**src/rtl/lcd_update_scheduler.sv**
```systemverilog
// lcd_update_scheduler
// Queues CPU display requests (opcode, register index, signed value) in a
// circular FIFO. It hands them one at a time to the LCD controller over the
// lcd_update_req / lcd_busy handshake. After each completed update it keeps
// the message on screen for HOLD_CYCLES clocks.
//
// Optional build macro: LCD_SCHED_COALESCE_EN
//   When defined, a push that targets the same register index as the most
//   recently written, still-queued entry overwrites that entry in place.
//   The push is not appended.

module lcd_update_scheduler #(
    parameter int DEPTH       = 8,
    parameter int HOLD_CYCLES = 25000000,
    parameter int ACK_TIMEOUT = 16
) (
    input  logic                       clk,
    input  logic                       rst,
    input  logic                       push,
    input  logic [2:0]                 push_opcode,
    input  logic [3:0]                 push_reg_idx,
    input  logic [15:0]                push_value,
    output logic                       full,
    output logic                       empty,
    output logic [$clog2(DEPTH):0]     count,
    output logic [7:0]                 drop_cnt,
    output logic                       sched_busy,
    output logic                       lcd_update_req,
    output logic [2:0]                 lcd_opcode,
    output logic [3:0]                 lcd_reg_idx,
    output logic [15:0]                lcd_value,
    input  logic                       lcd_busy
);

    localparam int AW = $clog2(DEPTH);
    localparam int CW = AW + 1;
    localparam int TW = (ACK_TIMEOUT > 0) ? $clog2(ACK_TIMEOUT + 1) : 1;
    localparam int HW = (HOLD_CYCLES > 0) ? $clog2(HOLD_CYCLES + 1) : 1;

    typedef enum logic [2:0] {
        ST_IDLE      = 3'd0,
        ST_ISSUE     = 3'd1,
        ST_WAIT_ACK  = 3'd2,
        ST_WAIT_DONE = 3'd3,
        ST_HOLD      = 3'd4
    } state_t;

    // Entry layout: {opcode[22:20], reg_idx[19:16], value[15:0]}
    logic [22:0]   r_mem [DEPTH];
    logic [AW-1:0] r_wr_ptr;
    logic [AW-1:0] r_rd_ptr;
    logic [CW-1:0] r_count;
    logic          r_full;
    logic          r_empty;
    logic [7:0]    r_drop_cnt;

    state_t        r_state;
    logic          r_sched_busy;
    logic          r_lcd_update_req;
    logic [2:0]    r_lcd_opcode;
    logic [3:0]    r_lcd_reg_idx;
    logic [15:0]   r_lcd_value;
    logic [TW-1:0] r_ack_timer;
    logic [HW-1:0] r_hold_timer;

    logic          w_pop;
    logic          w_coalesce;
    logic          w_push_ok;
    logic          w_drop;
    logic [CW-1:0] w_count_nxt;
    logic [22:0]   w_push_entry;
    logic [22:0]   w_head_entry;
`ifdef LCD_SCHED_COALESCE_EN
    logic [AW-1:0] w_last_ptr;
`endif

    assign w_push_entry = {push_opcode, push_reg_idx, push_value};
    assign w_head_entry = r_mem[r_rd_ptr];

    // Pop, coalesce, accept/drop decisions and next occupancy
    always_comb begin
        w_pop       = 1'b0;
        w_coalesce  = 1'b0;
        w_push_ok   = 1'b0;
        w_drop      = 1'b0;
        w_count_nxt = r_count;
`ifdef LCD_SCHED_COALESCE_EN
        w_last_ptr  = r_wr_ptr - AW'(1);
`endif

        // The head leaves the FIFO only when the FSM issues it to an idle LCD.
        if ((r_state == ST_IDLE) && !r_empty && !lcd_busy) begin
            w_pop = 1'b1;
        end else begin
            w_pop = 1'b0;
        end

`ifdef LCD_SCHED_COALESCE_EN
        // The newest entry is the head when count==1. It cannot be rewritten
        // while it is being popped.
        if (push && !r_empty && !(w_pop && (r_count == CW'(1))) &&
            (r_mem[w_last_ptr][19:16] == push_reg_idx)) begin
            w_coalesce = 1'b1;
        end else begin
            w_coalesce = 1'b0;
        end
`else
        w_coalesce = 1'b0;
`endif

        // A pop in the same cycle frees a slot, so a push into a full FIFO is accepted.
        if (push && !w_coalesce) begin
            if (!r_full || w_pop) begin
                w_push_ok = 1'b1;
            end else begin
                w_drop = 1'b1;
            end
        end else begin
            w_push_ok = 1'b0;
            w_drop    = 1'b0;
        end

        case ({w_push_ok, w_pop})
            2'b10:   w_count_nxt = r_count + CW'(1);
            2'b01:   w_count_nxt = r_count - CW'(1);
            default: w_count_nxt = r_count;
        endcase
    end

    // FIFO storage writes (appended or coalesced); data needs no reset
    always_ff @(posedge clk) begin
        if (w_push_ok) begin
            r_mem[r_wr_ptr] <= w_push_entry;
`ifdef LCD_SCHED_COALESCE_EN
        end else if (w_coalesce) begin
            r_mem[w_last_ptr] <= w_push_entry;
`endif
        end
    end

    // FIFO pointers, occupancy flags and saturating drop counter
    always_ff @(posedge clk) begin
        if (rst) begin
            r_wr_ptr   <= '0;
            r_rd_ptr   <= '0;
            r_count    <= '0;
            r_full     <= 1'b0;
            r_empty    <= 1'b1;
            r_drop_cnt <= 8'd0;
        end else begin
            if (w_push_ok) begin
                r_wr_ptr <= r_wr_ptr + AW'(1);
            end
            if (w_pop) begin
                r_rd_ptr <= r_rd_ptr + AW'(1);
            end
            r_count <= w_count_nxt;
            r_full  <= (w_count_nxt == CW'(DEPTH));
            r_empty <= (w_count_nxt == CW'(0));
            if (w_drop && (r_drop_cnt != 8'hFF)) begin
                r_drop_cnt <= r_drop_cnt + 8'd1;
            end
        end
    end

    // Scheduler FSM: issue, wait for the LCD to acknowledge and finish, then hold the display
    always_ff @(posedge clk) begin
        if (rst) begin
            r_state          <= ST_IDLE;
            r_sched_busy     <= 1'b0;
            r_lcd_update_req <= 1'b0;
            r_lcd_opcode     <= 3'd0;
            r_lcd_reg_idx    <= 4'd0;
            r_lcd_value      <= 16'd0;
            r_ack_timer      <= '0;
            r_hold_timer     <= '0;
        end else begin
            case (r_state)
                ST_IDLE: begin
                    r_lcd_update_req <= 1'b0;
                    if (w_pop) begin
                        r_lcd_opcode     <= w_head_entry[22:20];
                        r_lcd_reg_idx    <= w_head_entry[19:16];
                        r_lcd_value      <= w_head_entry[15:0];
                        r_lcd_update_req <= 1'b1;
                        r_sched_busy     <= 1'b1;
                        r_state          <= ST_ISSUE;
                    end else begin
                        r_sched_busy <= 1'b0;
                    end
                end
                ST_ISSUE: begin
                    r_lcd_update_req <= 1'b0;
                    r_ack_timer      <= TW'(ACK_TIMEOUT);
                    r_state          <= ST_WAIT_ACK;
                end
                ST_WAIT_ACK: begin
                    if (lcd_busy) begin
                        r_state <= ST_WAIT_DONE;
                    end else if (r_ack_timer == TW'(0)) begin
                        // No acknowledge: re-issue the same operands.
                        r_lcd_update_req <= 1'b1;
                        r_state          <= ST_ISSUE;
                    end else begin
                        r_ack_timer <= r_ack_timer - TW'(1);
                    end
                end
                ST_WAIT_DONE: begin
                    if (!lcd_busy) begin
                        if (HOLD_CYCLES == 0) begin
                            r_sched_busy <= 1'b0;
                            r_state      <= ST_IDLE;
                        end else begin
                            r_hold_timer <= HW'(HOLD_CYCLES);
                            r_state      <= ST_HOLD;
                        end
                    end
                end
                ST_HOLD: begin
                    if (r_hold_timer <= HW'(1)) begin
                        r_sched_busy <= 1'b0;
                        r_state      <= ST_IDLE;
                    end else begin
                        r_hold_timer <= r_hold_timer - HW'(1);
                    end
                end
                default: begin
                    r_lcd_update_req <= 1'b0;
                    r_sched_busy     <= 1'b0;
                    r_state          <= ST_IDLE;
                end
            endcase
        end
    end

    assign full           = r_full;
    assign empty          = r_empty;
    assign count          = r_count;
    assign drop_cnt       = r_drop_cnt;
    assign sched_busy     = r_sched_busy;
    assign lcd_update_req = r_lcd_update_req;
    assign lcd_opcode     = r_lcd_opcode;
    assign lcd_reg_idx    = r_lcd_reg_idx;
    assign lcd_value      = r_lcd_value;

endmodule
```
**config.mk**
```make
export PLATFORM = sky130hd
export DESIGN_NAME = lcd_update_scheduler
export DESIGN_NICKNAME = d
export VERILOG_FILES = /design/src/rtl/lcd_update_scheduler.sv
export SDC_FILE = /design/constraint.sdc
export NUM_CORES = 1
export LEC_CHECK = 0
export BUFFER_PORTS_ARGS = -buffer_cell sky130_fd_sc_hd__buf_2
export CORE_MARGIN = 2
export CORE_UTILIZATION = 43
export CTS_CLUSTER_DIAMETER = 100
export DETAILED_ROUTE_END_ITERATION = 7
export GPL_ROUTABILITY_DRIVEN = 0
export HOLD_SLACK_MARGIN = 0.1
export SLEW_MARGIN = 20
export SYNTH_ARGS = -nofsm -noshare
export SYNTH_HDL_FRONTEND = slang
export SYNTH_SLANG_ARGS = --single-unit
```
**constraint.sdc**
```tcl
create_clock -name clk -period 4.67 [get_ports clk]
set_input_delay 0.2335 -clock clk [delete_from_list [all_inputs] [get_ports clk]]
set_output_delay 0.2335 -clock clk [all_outputs]
set_load 0.02 [all_outputs]
```
==> metrics <==
async set or reset register ratio after synthesis=0%; vias in the first global route=6280; Synth Area in Compound Gates=6.49%; H-tree Lvls=1; cell area power density=485 nW/um2; via count=6005; max-slew violations=0; # diodes=0; Clock transition at path regs=60 ps; nets=808; EDFF count, synth=184; Slew @ Worst Pin=994 ps; slowest CP cell=or4_1; Setup crit end kind=register; Total GRT Usage=16.5%; Post-Synth XOR/XNOR Area=2.26%; largest net degree at the start of global routing=65; core area=24100 um2; Met1 Wirelength=9280 um; DRC Markers=0; global-route wire length before repair=33700 um; simple-gate share of the synthesized area=8.51%; status=complete, no violations; WHS=359 ps; final number of setup-violating endpoints=0; register bit count reported by yosys=262; fmax=0.286 GHz; Die Wd=160 um; most common flop cell mapped by yosys=edfxtp_1; most frequent cells in the layout=184 x edfxtp_1, 76 x dfxtp_1, 65 x buf_2, 58 x nor2_1, 46 x mux4_2; initial core utilization=43.4%; row count=57; Die Ht=160 um; Clock Latency Late Sink=550 ps; crit path time final=3500 ps; Leak=4.16 nW; cell count after synthesis=674; RSZ-0062 raised after global routing=false; Pre-antenna DRT Iters=4; Yosys cell types=55; leading cell type in the layout, fill and taps excluded=edfxtp_1; mux contribution to synthesized area=12.3%; Port Buffers=65; Buffers & Inverters on Critical Path=0; post-synthesis cell area=10500 um2; ANT nets after route=0; critical path's largest stage delay=630 ps; Fin. Hold Viols=0; relative max-transition margin=33.8%; Required @ worst endpoint=5110 ps; Avg Cell Area, Syn=15.5 um2; cell breakdown of the critical path=or4_1 -> o21ai_0 -> nand2_1 -> ha_1 -> xor2_1 -> ha_1 -> a21oi_1 -> xor2_1 -> nor2_1 -> xnor2_1 -> nor4bb_1; Worst Hold Class=in2reg; fill cell count=2084; placed wire-length estimate=11800 um; Layout Skew=15.7 ps; peak supply drop=0.298 mV; post-cts resize count=0; initial antenna violation count=0; uppermost layer routed=met4; CTS Buffer Depth=3; startpoint types=register; WS Path Type=reg2reg; CTS tree=built; grt ovf=0; yosys warns=0; CTS Sinks=262; Crit Path Max Fanout=10; CTS Buf Count=28; Ports=66; sequential-to-total area share from yosys stat=67.7%; main combinational cell family by area after synthesis=multiplexers; via-per-instance ratio=5.38; final period utilization=74.8%; post-synthesis net count=711; met3 wire len=809 um; Sequential Area=7090 um2; Synth Area in Adders=1.20%; max cap viols=0; CP arrival=3930 ps; wire per inst=18.7 um; Fin Setup TNS=0 ps; final wirelength=20900 um; share of cells above drive strength 1=23.8%; multi-input logic area=3260 um2; cell family with most CP delay=simple AND/OR/NAND/NOR gates; DR WL met2=10400 um; die area=25600 um2; Root Driver=clkbuf_16; Iter 0 DRT Violations=449; area grow syn2layout=18.3%
sequential cells by signal (all words and copies together) (netlist names), 3 cells and up:
signal / flops
r_state: 3
r_ack_timer: 5
lcd_value: 16
r_mem: 184
count: 4
r_rd_ptr: 3
lcd_reg_idx: 4
drop_cnt: 8
r_hold_timer: 25
r_wr_ptr: 3
lcd_opcode: 3
worst register-to-register path, delay by kind of cell, from the launching register on:
family	cells	cell delay, ps
flip-flops	1	390
XOR/XNOR	3	580
AND/OR/NAND/NOR	4	1290
AO/OA/AOI/OAI	2	600
adder cells (fa/ha/maj)	2	550
power breakdown:
group,total [mW],switching [mW],internal [mW]
sequential,2.83,0.184,2.65
combinational,0.979,0.515,0.463
clock,2.20,0.882,1.31
kinds of logic after synthesis:
family / count (synthesis)
XOR/XNOR: 27
AO/OA/AOI/OAI: 98
multiplexers: 71
adder cells (fa/ha/maj): 10
flip-flops: 262
buffers and inverters: 41
AND/OR/NAND/NOR: 165
metal layers:
layer,global-route usage [%],up-vias
li1,-,2844
met5,0,-
met4,4.38,0
met1,21.8,3031
met3,2.70,31
met2,28.6,99
Yosys cell counts (all sizes together) (3+ instances only):
cell	n	area, um2
nand4bb	3	50.1
o31ai	4	30.0
nor3b	5	37.5
edfxtp	184	5530
dfxtp	78	1560
nand3	10	50.1
a21oi	18	90.1
mux4	46	1040
nand2	14	52.6
or3	9	56.3
a31oi	6	37.5
clkbuf	25	93.8
xnor2	12	105
o21ai	18	93.8
inv	6	22.5
nor3	21	110
nor2	62	233
nand3b	3	22.5
nor4	9	56.3
nand2b	6	37.5
o31a	4	35.0
buf	10	48.8
a2111oi	3	45.1
mux2i	25	250
o21a	9	67.6
a211oi	23	173
ha	10	125
o211ai	8	65.1
xor2	15	131
or4	8	63.8
path summary, 6_finish.rpt:
path | to | slack (ps) | cells after the start | from
worst max register to register | full$_SDFF_PP0_ | 1170 | 11 | r_state[0]$_SDFFE_PP0P_
worst max-delay path | full$_SDFF_PP0_ | 1170 | 11 | r_state[0]$_SDFFE_PP0P_
worst min-delay path | drop_cnt[7]$_SDFFE_PP0P_ | 360 | 3 | rst
worst min register to register | lcd_update_req$_SDFFE_PP0P_ | 490 | 2 | lcd_update_req$_SDFFE_PP0P_
what timing repair did:
item / 4_1_cts / 5_1_grt
hold buffers: 25 / 0
hold endpoints to repair: 187 / 0
buffers inserted: 0 / 0
per-stage QoR:
stage	utilization, %	instance area, um2	power (mW)	worst slack [ps]	instances
after floorplan	-	10500	3.57	433	674
after global placement	46.4	11200	3.82	1460	1040
after detailed placement	46.4	11200	3.85	1170	1040
after CTS	51.4	12400	6.08	1170	1117
after global routing	51.4	12400	6.28	923	1117
final	51.4	12400	6.01	1170	1117
layout make-up:
type                    count  area share (%)
multi-input cells         371            26.3
repair buffers            102            5.37
clock inverters            12            1.09
inverters                   6           0.182
flip-flops and latches    262            57.3
clock buffers              40            6.51
well taps                 324            3.27
Power figures use the tool's default switching activity.
